## src/rtl/l2_dual_port_arbiter.sv

```systemverilog
// Connects NumReq requesters to two L2 SRAM ports selected by address window.
// Each port has its own round-robin arbiter and a FIFO of in-flight requester IDs.
// An address outside both windows is granted and then completes with an error response.
module l2_dual_port_arbiter #(
    parameter int unsigned NumReq     = 2,
    parameter int unsigned AddrWidth  = 48,
    parameter int unsigned DataWidth  = 64,
    parameter logic [63:0] L2Base     = 64'h7800_0000,
    parameter logic [63:0] L2PortSize = 64'h0002_0000
) (
    input  logic                               clk_i,
    input  logic                               rst_i,
    input  logic [NumReq-1:0]                  req_i,
    input  logic [NumReq-1:0]                  we_i,
    input  logic [NumReq-1:0][AddrWidth-1:0]   addr_i,
    input  logic [NumReq-1:0][DataWidth-1:0]   wdata_i,
    input  logic [NumReq-1:0][DataWidth/8-1:0] be_i,
    output logic [NumReq-1:0]                  gnt_o,
    output logic [NumReq-1:0]                  rvalid_o,
    output logic [NumReq-1:0]                  err_o,
    output logic [NumReq-1:0][DataWidth-1:0]   rdata_o,
    output logic [1:0]                         mem_req_o,
    output logic [1:0]                         mem_we_o,
    output logic [1:0][31:0]                   mem_addr_o,
    output logic [1:0][DataWidth-1:0]          mem_wdata_o,
    output logic [1:0][DataWidth/8-1:0]        mem_be_o,
    input  logic [1:0]                         mem_gnt_i,
    input  logic [1:0]                         mem_rvalid_i,
    input  logic [1:0][DataWidth-1:0]          mem_rdata_i
);

    localparam int unsigned IdxW = (NumReq > 1) ? $clog2(NumReq) : 1;
    localparam int unsigned CntW = $clog2(NumReq + 1);
    localparam logic [AddrWidth-1:0] BaseA  = AddrWidth'(L2Base);
    localparam logic [AddrWidth-1:0] SizeA  = AddrWidth'(L2PortSize);
    localparam logic [AddrWidth-1:0] Size2A = AddrWidth'(L2PortSize << 1);

    typedef enum logic [1:0] {S_IDLE, S_WAIT_P0, S_WAIT_P1, S_ERR} state_e;

    state_e                              r_state [NumReq];
    logic [1:0][NumReq-1:0]              r_ptr;
    logic [1:0][NumReq-1:0][IdxW-1:0]    r_fifo;
    logic [1:0][IdxW-1:0]                r_rd;
    logic [1:0][IdxW-1:0]                r_wr;
    logic [1:0][CntW-1:0]                r_cnt;

    logic [NumReq-1:0][AddrWidth-1:0]    w_off;
    logic [NumReq-1:0]                   w_to_p0;
    logic [NumReq-1:0]                   w_to_p1;
    logic [NumReq-1:0]                   w_to_err;
    logic [NumReq-1:0]                   w_idle;
    logic [1:0][NumReq-1:0]              w_cand;
    logic [1:0]                          w_found;
    logic [1:0][IdxW-1:0]                w_win;
    logic [1:0][IdxW-1:0]                w_ptr_idx;
    logic [1:0]                          w_hs;
    logic [1:0]                          w_pop;
    logic [1:0][IdxW-1:0]                w_head;

    // Wrapping increment for FIFO pointers and the round-robin successor.
    function automatic logic [IdxW-1:0] f_inc(input logic [IdxW-1:0] v);
        return (v == IdxW'(NumReq - 1)) ? '0 : v + IdxW'(1);
    endfunction

    // Address decode: offset from the L2 base selects port 0, port 1 or error.
    always_comb begin
        w_off    = '0;
        w_to_p0  = '0;
        w_to_p1  = '0;
        w_to_err = '0;
        w_idle   = '0;
        for (int unsigned i = 0; i < NumReq; i++) begin
            w_off[i]    = addr_i[i] - BaseA;
            w_to_p0[i]  = (w_off[i] < SizeA);
            w_to_p1[i]  = !w_to_p0[i] && (w_off[i] < Size2A);
            w_to_err[i] = !w_to_p0[i] && !w_to_p1[i];
            w_idle[i]   = (r_state[i] == S_IDLE);
        end
    end

    // Per-port round-robin pick starting at the priority pointer; winner drives the port.
    always_comb begin
        int unsigned idx;
        idx         = 0;
        w_cand      = '0;
        w_found     = '0;
        w_win       = '0;
        w_ptr_idx   = '0;
        w_hs        = '0;
        mem_req_o   = '0;
        mem_we_o    = '0;
        mem_addr_o  = '0;
        mem_wdata_o = '0;
        mem_be_o    = '0;
        for (int unsigned p = 0; p < 2; p++) begin
            for (int unsigned i = 0; i < NumReq; i++) begin
                w_cand[p][i] = req_i[i] && w_idle[i] && ((p == 0) ? w_to_p0[i] : w_to_p1[i]);
                if (r_ptr[p][i]) w_ptr_idx[p] = IdxW'(i);
            end
            for (int unsigned k = 0; k < NumReq; k++) begin
                idx = 32'(w_ptr_idx[p]) + k;
                if (idx >= NumReq) idx = idx - NumReq;
                if (!w_found[p] && w_cand[p][IdxW'(idx)]) begin
                    w_found[p] = 1'b1;
                    w_win[p]   = IdxW'(idx);
                end
            end
            mem_req_o[p] = w_found[p] && !rst_i;
            if (w_found[p]) begin
                mem_we_o[p]    = we_i[w_win[p]];
                mem_addr_o[p]  = 32'(w_off[w_win[p]] - ((p == 1) ? SizeA : '0));
                mem_wdata_o[p] = wdata_i[w_win[p]];
                mem_be_o[p]    = be_i[w_win[p]];
            end
            w_hs[p] = mem_req_o[p] && mem_gnt_i[p];
        end
    end

    // Response FIFO head: an rvalid with no outstanding ID is dropped.
    always_comb begin
        w_pop  = '0;
        w_head = '0;
        for (int unsigned p = 0; p < 2; p++) begin
            w_pop[p]  = mem_rvalid_i[p] && (r_cnt[p] != '0);
            w_head[p] = r_fifo[p][r_rd[p]];
        end
    end

    // Requester-side grant and response outputs, all silenced during reset.
    always_comb begin
        gnt_o    = '0;
        rvalid_o = '0;
        err_o    = '0;
        rdata_o  = '0;
        for (int unsigned i = 0; i < NumReq; i++) begin
            if (!rst_i) begin
                if (w_idle[i] && req_i[i] && w_to_err[i]) gnt_o[i] = 1'b1;
                for (int unsigned p = 0; p < 2; p++) begin
                    if (w_hs[p] && (w_win[p] == IdxW'(i))) gnt_o[i] = 1'b1;
                end
                case (r_state[i])
                    S_WAIT_P0: if (w_pop[0] && (w_head[0] == IdxW'(i))) begin
                        rvalid_o[i] = 1'b1;
                        rdata_o[i]  = mem_rdata_i[0];
                    end
                    S_WAIT_P1: if (w_pop[1] && (w_head[1] == IdxW'(i))) begin
                        rvalid_o[i] = 1'b1;
                        rdata_o[i]  = mem_rdata_i[1];
                    end
                    S_ERR: begin
                        rvalid_o[i] = 1'b1;
                        err_o[i]    = 1'b1;
                    end
                    default: ;
                endcase
            end
        end
    end

    // Requester FSMs, priority pointers and ID FIFOs.
    always_ff @(posedge clk_i) begin
        if (rst_i) begin
            for (int unsigned i = 0; i < NumReq; i++) r_state[i] <= S_IDLE;
            for (int unsigned p = 0; p < 2; p++) begin
                r_ptr[p] <= NumReq'(1);
                r_rd[p]  <= '0;
                r_wr[p]  <= '0;
                r_cnt[p] <= '0;
            end
        end else begin
            for (int unsigned i = 0; i < NumReq; i++) begin
                case (r_state[i])
                    S_IDLE: if (gnt_o[i]) begin
                        r_state[i] <= w_to_err[i] ? S_ERR : (w_to_p0[i] ? S_WAIT_P0 : S_WAIT_P1);
                    end
                    S_WAIT_P0, S_WAIT_P1: if (rvalid_o[i]) r_state[i] <= S_IDLE;
                    default: r_state[i] <= S_IDLE;
                endcase
            end
            for (int unsigned p = 0; p < 2; p++) begin
                if (w_hs[p]) begin
                    r_fifo[p][r_wr[p]] <= w_win[p];
                    r_wr[p]            <= f_inc(r_wr[p]);
                    r_ptr[p]           <= NumReq'(1) << f_inc(w_win[p]);
                end
                if (w_pop[p]) r_rd[p] <= f_inc(r_rd[p]);
                if (w_hs[p] && !w_pop[p]) begin
                    r_cnt[p] <= r_cnt[p] + CntW'(1);
                end else if (!w_hs[p] && w_pop[p]) begin
                    r_cnt[p] <= r_cnt[p] - CntW'(1);
                end
            end
        end
    end

endmodule

```

## config.mk

```make
export PLATFORM = sky130hd
export DESIGN_NAME = l2_dual_port_arbiter
export DESIGN_NICKNAME = d
export VERILOG_FILES = /design/src/rtl/l2_dual_port_arbiter.sv
export SDC_FILE = /design/constraint.sdc
export NUM_CORES = 1
export LEC_CHECK = 0
export ABC_AREA = 1
export CAP_MARGIN = 40
export CORE_AREA = 2 2 285 287
export DETAILED_ROUTE_END_ITERATION = 12
export DIE_AREA = 0 0 287 289
export PLACE_DENSITY = 0.39
export SETUP_SLACK_MARGIN = 0.15
export SLEW_MARGIN = 40
export SYNTH_ARGS = -nofsm -noshare
export SYNTH_HDL_FRONTEND = slang
export SYNTH_SLANG_ARGS = --single-unit
```

## constraint.sdc

```tcl
create_clock -name clk_i -period 5.6 [get_ports clk_i]
set_clock_uncertainty 0.1 [all_clocks]
set_input_delay 1.12 -clock clk_i [delete_from_list [all_inputs] [get_ports clk_i]]
set_output_delay 1.12 -clock clk_i [all_outputs]
set_load 0.01 [all_outputs]
```

==> metrics.cfg, run 1 <==
[status]
status = finished clean

[timing]
slew_headroom_pct = 43.7
fin_crit_sh_pct = 95.0
fin_crit_ps = 5320
setup_viol = 0
setup_ws_ps = 281
hold_viol = 0
whs_ps = 362
tightest_slew_ps = 845
fmax_mhz = 188
slew_violations = 0
rsz0062_at_grt = yes

[floorplan]
coreArea_um2 = 79900
start_util_pct = 9.75
fp-row-count = 104
ioPinCount = 724
die_area_um2 = 82900
fp.dieH_um = 289
die_x_um = 287

[worst_hold_path]
holdPathEnd = r_cnt[1]
hold_path_depth = 2
min-delay-start = r_cnt[1]
hp-class = reg -> reg

[finish]
final_util_pct = 22.7
drive_gt1_share_pct = 20.0
area_delta_synth_final_pct = 133
final_nets = 2760
fillCellCount = 9153
final_cells = 3437

[logic_synthesis]
syn_area_um2 = 7790
netlist_instances = 1568
yosysWarnings = 0
synth_ff_type = dfxtp_1
synthArstFlopShare_pct = 0
synthTopCellsByArea = nor2_1 25%, o21ai_0 13%, nand4_1 11%
ys_seq_area_share_pct = 5.39
avgSynthCellArea_um2 = 4.97
yosysTopAreaCellShare_pct = 25.2
yosysUniqueCellTypes = 42
synth_edf_count = 6
ys_ff_latch = 18
synth_area_leader_cell = nor2_1

[grt]
track_usage_pct = 17.6
grt_pass1_wl_um = 108000
grt_start_max_net_pins = 66
grt_pass1_vias = 14723
antenna_found_initial = 26
overflow = 0

[critical_path]
path_cells = clkdlybuf4s15_2 > buf_6 > nand3_2 > nor2_4 > nor2_4 > nand3b_1 > buf_4 > buf_4 > nand2_1 > inv_1 > nand2_1 > nor2_1 > buf_4 > nand4_1 > clkinv_1 > nand2_2 > inv_4 > bufbuf_16 > buf_12 > o21ai_1 > nor2_1 > dlygate4sd2_1
r2r_start = r_state[1][0]
critPathBufInv = 11
critPathMaxFanout = 23
rrSetupSlack_ps = 2640
rr_worst_depth = 18
cp_slowest_cell = bufbuf_16
start_kind = input port
worstSetupPathType = in -> out
cp_common_cell = buf_4
cp.required_ps = 4380
r2r-end = r_cnt[1]
critPathCaptureType = output pin
cp.arrival_ps = 4100
critical_path.top_delay_family = buffers and inverters
cpPeakStageDelay_ps = 320

[cts]
htreeDepth = 1
cts_buffers = 3
root_buffer = clkbuf_16
cts.sinks = 18
tritoncts = done
clockBufferDepth = 2
clk_latency_ps = 250
path_clk_slew_ps = 50

[detailed_routing]
first_iter_violations = 642
via_count = 14609
wl_per_cell_um = 22.8
drc_errors = 0
wirelength_um = 78200
drt_first_pass_iters = 7
viasPerCell = 4.25
drtAntennaViolNets = 0

[place]
dp_hpwl_um = 61400
dp.cells = 3358
portBuffers = 701
gp_congestion = 0.938
place_ws_ps = -621

[power]
powerDensity_nw_per_um2 = 63.4
p_leak_nw = 7.60
ir_drop_mv = 0.100

[run]
maxCapViolCount = 0

[cell families after synthesis]
| family | share of synthesized area [%] |
|---|---|
| AND/OR/NAND/NOR | 51.9 |
| adder cells (fa/ha/maj) | 2.41 |
| XOR/XNOR | 0.899 |
| flip-flops | 5.39 |
| buffers and inverters | 14.2 |
| multiplexers | 0.257 |
| other | 0.0481 |
| AO/OA/AOI/OAI | 24.9 |
[report_power, final]
part	internal [mW]	switching (mW)	total [mW]
Clock	0.0940	0.0498	0.144
Combinational	0.382	0.469	0.851
Sequential	0.146	0.00972	0.156
[worst max-delay path by stage]
stage	startpoint	end	slack [ps]	depth (start not counted)
6_report	addr_i[75]	mem_wdata_o[118]	280	22
4_1_cts	addr_i[76]	mem_wdata_o[41]	130	21
3_3_place_gp	addr_i[27]	mem_wdata_o[28]	-650	18
2_1_floorplan	addr_i[27]	mem_addr_o[51]	780	20
5_1_grt	addr_i[32]	mem_addr_o[59]	110	20
3_5_place_dp	addr_i[27]	mem_wdata_o[60]	-620	18
[placed cells by master, fill, tap and decap left out, drive strengths merged, types with 16 or more instances in the layout]
cell type and count:
nor2 534, clkdlybuf4s50 475, buf 272, o21ai 200, nand2 181, nand4 144, dlygate4sd2 106, inv 92
a21oi 80, a22oi 63, nand3 49, clkdlybuf4s15 30, conb 22, clkbuf 21, dlymetal6s2s 16
[synthesized netlist by cell type (2+ instances only)]
master and instances:
nor2_1 523, o21ai_0 196, nand2_1 174, nand4_1 143
inv_1 91, a21oi_1 80, clkbuf_1 65, a22oi_1 63
nand3_1 47, buf_2 33, buf_4 29, buf_1 17
ha_1 15, dfxtp_1 12, nor2_2 9, nand2_2 7
nand3b_1 7, nor3_1 7, xor2_1 7, edfxtp_1 6
buf_6 5, clkinv_1 3, nor4_1 3, o21ai_1 3
and2_1 2, inv_2 2, mux2i_1 2, nand3_2 2
nor2_4 2
[worst register-to-register path: stages (launching register included)]
cell and delay [ps]:
dfxtp_1 420, inv_1 140, ha_1 230, nand2_1 60
inv_1 110, nand3_2 120, buf_4 120, nand2_4 70
buf_6 150, bufbuf_16 280, nand2_1 60, inv_1 50
nand2_1 120, inv_1 60, ha_1 320, a21oi_1 130
o21ai_0 110, o21ai_0 160, a21oi_1 60
[stage by stage]
| stage | instance area (um^2) | total power [mW] | TNS (ps) |
|---|---|---|---|
| after detailed placement | 17000 | 0.973 | -84270 |
| final | 18200 | 1.15 | 0 |
| after CTS | 17900 | 1.14 | 0 |
| after global routing | 18200 | 1.22 | 0 |
| after global placement | 17000 | 0.967 | -80350 |
| after floorplan | 7870 | 0.431 | 0 |
[final cells by class]
cell class | count | area, um^2 | share of cell area (%)
tap | 1060 | 1330 | 7.30
timing repair buffer | 922 | 8960 | 49.3
multi-input combinational | 1326 | 6980 | 38.4
antenna | 12 | 30.0 | 0.165
sequential | 18 | 420 | 2.32
inverter | 96 | 368 | 2.03
clock buffer | 3 | 75.1 | 0.413
[routing by layer]
layer  share of wire (%)  global-route usage (%)  up-vias
met5               0.017                       0        -
met2                  51                    32.8      716
met1                  38                    19.4     6905
li1                    -                       -     6884
met4                 3.2                    5.79        2
met3                 7.6                    4.36      102
[registers in the layout (all words and copies together) (netlist names)]
name,flops
r_state,4
r_ptr,2
r_fifo,4
r_cnt,4
r_wr,2
r_rd,2
[timing repair]
action,4_1_cts,5_1_grt
resized for setup,517,159
hold buffers,0,0
pin swaps,53,44
setup buffers,46,4
setup endpoints to repair,191,189
cloned,13,0
Note: power is estimated with default switching activity, not from simulation.
==> inputs of run 2 (changes only) <==
--- a/config.mk
+++ b/config.mk
@@ -12,3 +12,3 @@
 export DIE_AREA = 0 0 287 289
-export PLACE_DENSITY = 0.39
+export RECOVER_POWER = 50
 export SETUP_SLACK_MARGIN = 0.15
--- a/constraint.sdc
+++ b/constraint.sdc
@@ -4,2 +4,2 @@
 set_output_delay 1.12 -clock clk_i [all_outputs]
-set_load 0.01 [all_outputs]
+set_load 0.005 [all_outputs]
==> run 2 against run 1 <==
Combinational power decreased by 4.9%. Flip-flop and latch count unchanged. Die area unchanged. Highest routed layer unchanged. Routed wire length increased by 2.0%. Count of clock-buffer cells in the layout unchanged. First-iteration DRC count increased by 19%.
==> metrics.cfg, run 2 (synthesis results as in run 1) <==
[status]
status = finished clean  ; unchanged

[grt]
antenna_found_initial = 39  ; was 26
track_usage_pct = 17.6  ; about the same
overflow = 0  ; unchanged
grt_start_max_net_pins = 66  ; unchanged
grt_pass1_vias = 14140  ; was 14723
grt_pass1_wl_um = 105000  ; was 108000 um

[critical_path]
cp_slowest_cell = or2_2  ; was bufbuf_16
path_cells = dlygate4sd2_1 > ha_2 > or2_2 > o21ai_2 > nand4_1 > nor3_2 > nand3_1 > nor2_1 > nand3_2 > nor2_2 > nand2_2 > o21ai_4 > buf_12 > clkbuf_16 > buf_4 > nor2_1 > nor2_1 > dlygate4sd2_1  ; was clkdlybuf4s15_2 > buf_6 > nand3_2 > nor2_4 > nor2_4 > nand3b_1 > buf_4 > buf_4 > nand2_1 > inv_1 > nand2_1 > nor2_1 > buf_4 > nand4_1 > clkinv_1 > nand2_2 > inv_4 > bufbuf_16 > buf_12 > o21ai_1 > nor2_1 > dlygate4sd2_1
rrSetupSlack_ps = 2670  ; was 2640 ps
critPathCapture = mem_wdata_o[19]  ; was mem_wdata_o[118]
startpoint = addr_i[28]  ; was addr_i[75]
cp_common_cell = nor2_1  ; was buf_4
worstSetupPathType = in -> out  ; unchanged
r2r-end = r_cnt[3]  ; was r_cnt[1]
rr_worst_depth = 18  ; unchanged
critPathCaptureType = output pin  ; unchanged
cp.required_ps = 4380  ; about the same
critPathMaxFanout = 6  ; was 23
cpPeakStageDelay_ps = 330  ; was 320 ps
start_kind = input port  ; unchanged
r2r_start = r_state[1][0]  ; unchanged
cp.arrival_ps = 4240  ; was 4100 ps

[detailed_routing]
wirelength_um = 79800  ; was 78200 um
drt_first_pass_iters = 5  ; was 7
first_iter_violations = 767  ; was 642
wl_per_cell_um = 22.7  ; was 22.8 um
viasPerCell = 4.25  ; about the same
drtAntennaViolNets = 0  ; unchanged
via_count = 14930  ; was 14609
drc_errors = 0  ; unchanged

[finish]
seq_area_um2 = 420  ; unchanged
fillCellCount = 9142  ; was 9153
layout_commonest_cell = nor2_1  ; was clkdlybuf4s50_1
layout_common_cells = 446 x nor2_1, 353 x clkdlybuf4s50_1, 227 x buf_4, 188 x o21ai_0, 157 x nand2_1  ; was 475 x clkdlybuf4s50_1, 464 x nor2_1, 173 x buf_4, 157 x o21ai_0, 151 x nand2_1
area_delta_synth_final_pct = 139  ; was 133%
multi_input_area_um2 = 6910  ; was 6980 um^2
final_nets = 2827  ; was 2760
drive_gt1_share_pct = 20.2  ; was 20.0%
final_util_pct = 23.4  ; was 22.7%

[timing]
rsz0062_at_grt = yes  ; unchanged
fin_crit_sh_pct = 97.5  ; was 95.0%
slew_violations = 0  ; unchanged
whs_ps = 359  ; was 362 ps
setup_ws_ps = 140  ; was 281 ps
slew_headroom_pct = 32.6  ; was 43.7%
fmax_mhz = 183  ; was 188 MHz
setup_viol = 0  ; unchanged
tightest_slew_ps = 1010  ; was 845 ps
fin_crit_ps = 5460  ; was 5320 ps
hold_viol = 0  ; unchanged

[place]
place_ws_ps = -460  ; was -621 ps
dp_hpwl_um = 62500  ; was 61400 um
gp_congestion = 0.901  ; was 0.938
portBuffers = 701  ; unchanged

[floorplan]
ioPinCount = 724  ; unchanged
fp.dieH_um = 289  ; unchanged
start_util_pct = 9.75  ; unchanged
coreArea_um2 = 79900  ; unchanged
die_area_um2 = 82900  ; unchanged
fp-row-count = 104  ; unchanged
die_x_um = 287  ; unchanged

[cts]
tritoncts = done  ; unchanged
clockBufferDepth = 2  ; unchanged
path_clk_slew_ps = 50  ; about the same
clk_latency_ps = 250  ; about the same
cts_buffers = 3  ; unchanged
root_buffer = clkbuf_16  ; unchanged
hold_buffers = 0  ; unchanged
htreeDepth = 1  ; unchanged
cts.sinks = 18  ; unchanged

[power]
p_leak_nw = 8.44  ; was 7.60 nW
powerDensity_nw_per_um2 = 59.4  ; was 63.4 nW/um^2
ir_drop_mv = 0.0991  ; was 0.100 mV

[run]
maxCapViolCount = 0  ; unchanged

[worst_hold_path]
hp-class = reg -> reg  ; unchanged

run 2: how the worst min path moves through the flow:
stage          startpoint        to  slack (ps)  depth (start not counted)
3_3_place_gp     r_cnt[1]  r_cnt[1]         350                          2
3_5_place_dp     r_cnt[1]  r_cnt[1]         350                          2
2_1_floorplan    r_cnt[1]  r_cnt[1]         340                          2
4_1_cts          r_cnt[1]  r_cnt[1]         360                          2
5_1_grt           r_rd[0]   r_rd[0]         400                          1
6_report         r_cnt[1]  r_cnt[1]         360                          2
run 2: power breakdown:
group	leakage (nW)	total (mW)	internal, mW	switching (mW)
sequential	0.155	0.156	0.146	0.0100
combinational	8.25	0.809	0.371	0.438
clock	0.0387	0.144	0.0950	0.0495
run 2: critical path, delay by kind of cell:
kind	cells	cell delay (ps)
AO/OA/AOI/OAI	2	390
AND/OR/NAND/NOR	10	1490
adder cells (fa/ha/maj)	1	220
buffers and inverters	5	990
run 2: per-stage QoR:
| step | instance area (um^2) | total power [mW] | setup TNS [ps] | cells |
|---|---|---|---|---|
| global placement | 17300 | 0.941 | -36910 | 3406 |
| floorplan | 7870 | 0.425 | 0 | 1589 |
| finish | 18700 | 1.11 | 0 | 3513 |
| CTS | 18200 | 1.10 | 0 | 3467 |
| global route | 18700 | 1.18 | 0 | 3507 |
| detailed placement | 17300 | 0.941 | -49910 | 3406 |
run 2: area by class of cell:
type	count	share of cell area [%]
repair buffers	989	50.9
well taps	1060	7.11
inverters	96	2.02
clock inverters	1	0.0201
clock buffers	3	0.402
diodes	20	0.268
flip-flops and latches	18	2.25
multi-input cells	1326	37.0
run 2: what timing repair did:
action,CTS,global route
setup buffers,48,23
cloned,9,3
endpoints found under the setup margin,191,184
endpoints found under the hold margin,0,0
pin swaps,50,44
gates resized for setup,309,193
run 2: per-layer routing:
layer	GRT usage (%)	vias to the layer above	routed length (um)
met5	0	-	95
met4	4.93	14	2440
met3	4.64	123	6160
met2	33.6	761	41700
met1	18.9	7007	29400
li1	-	7025	-
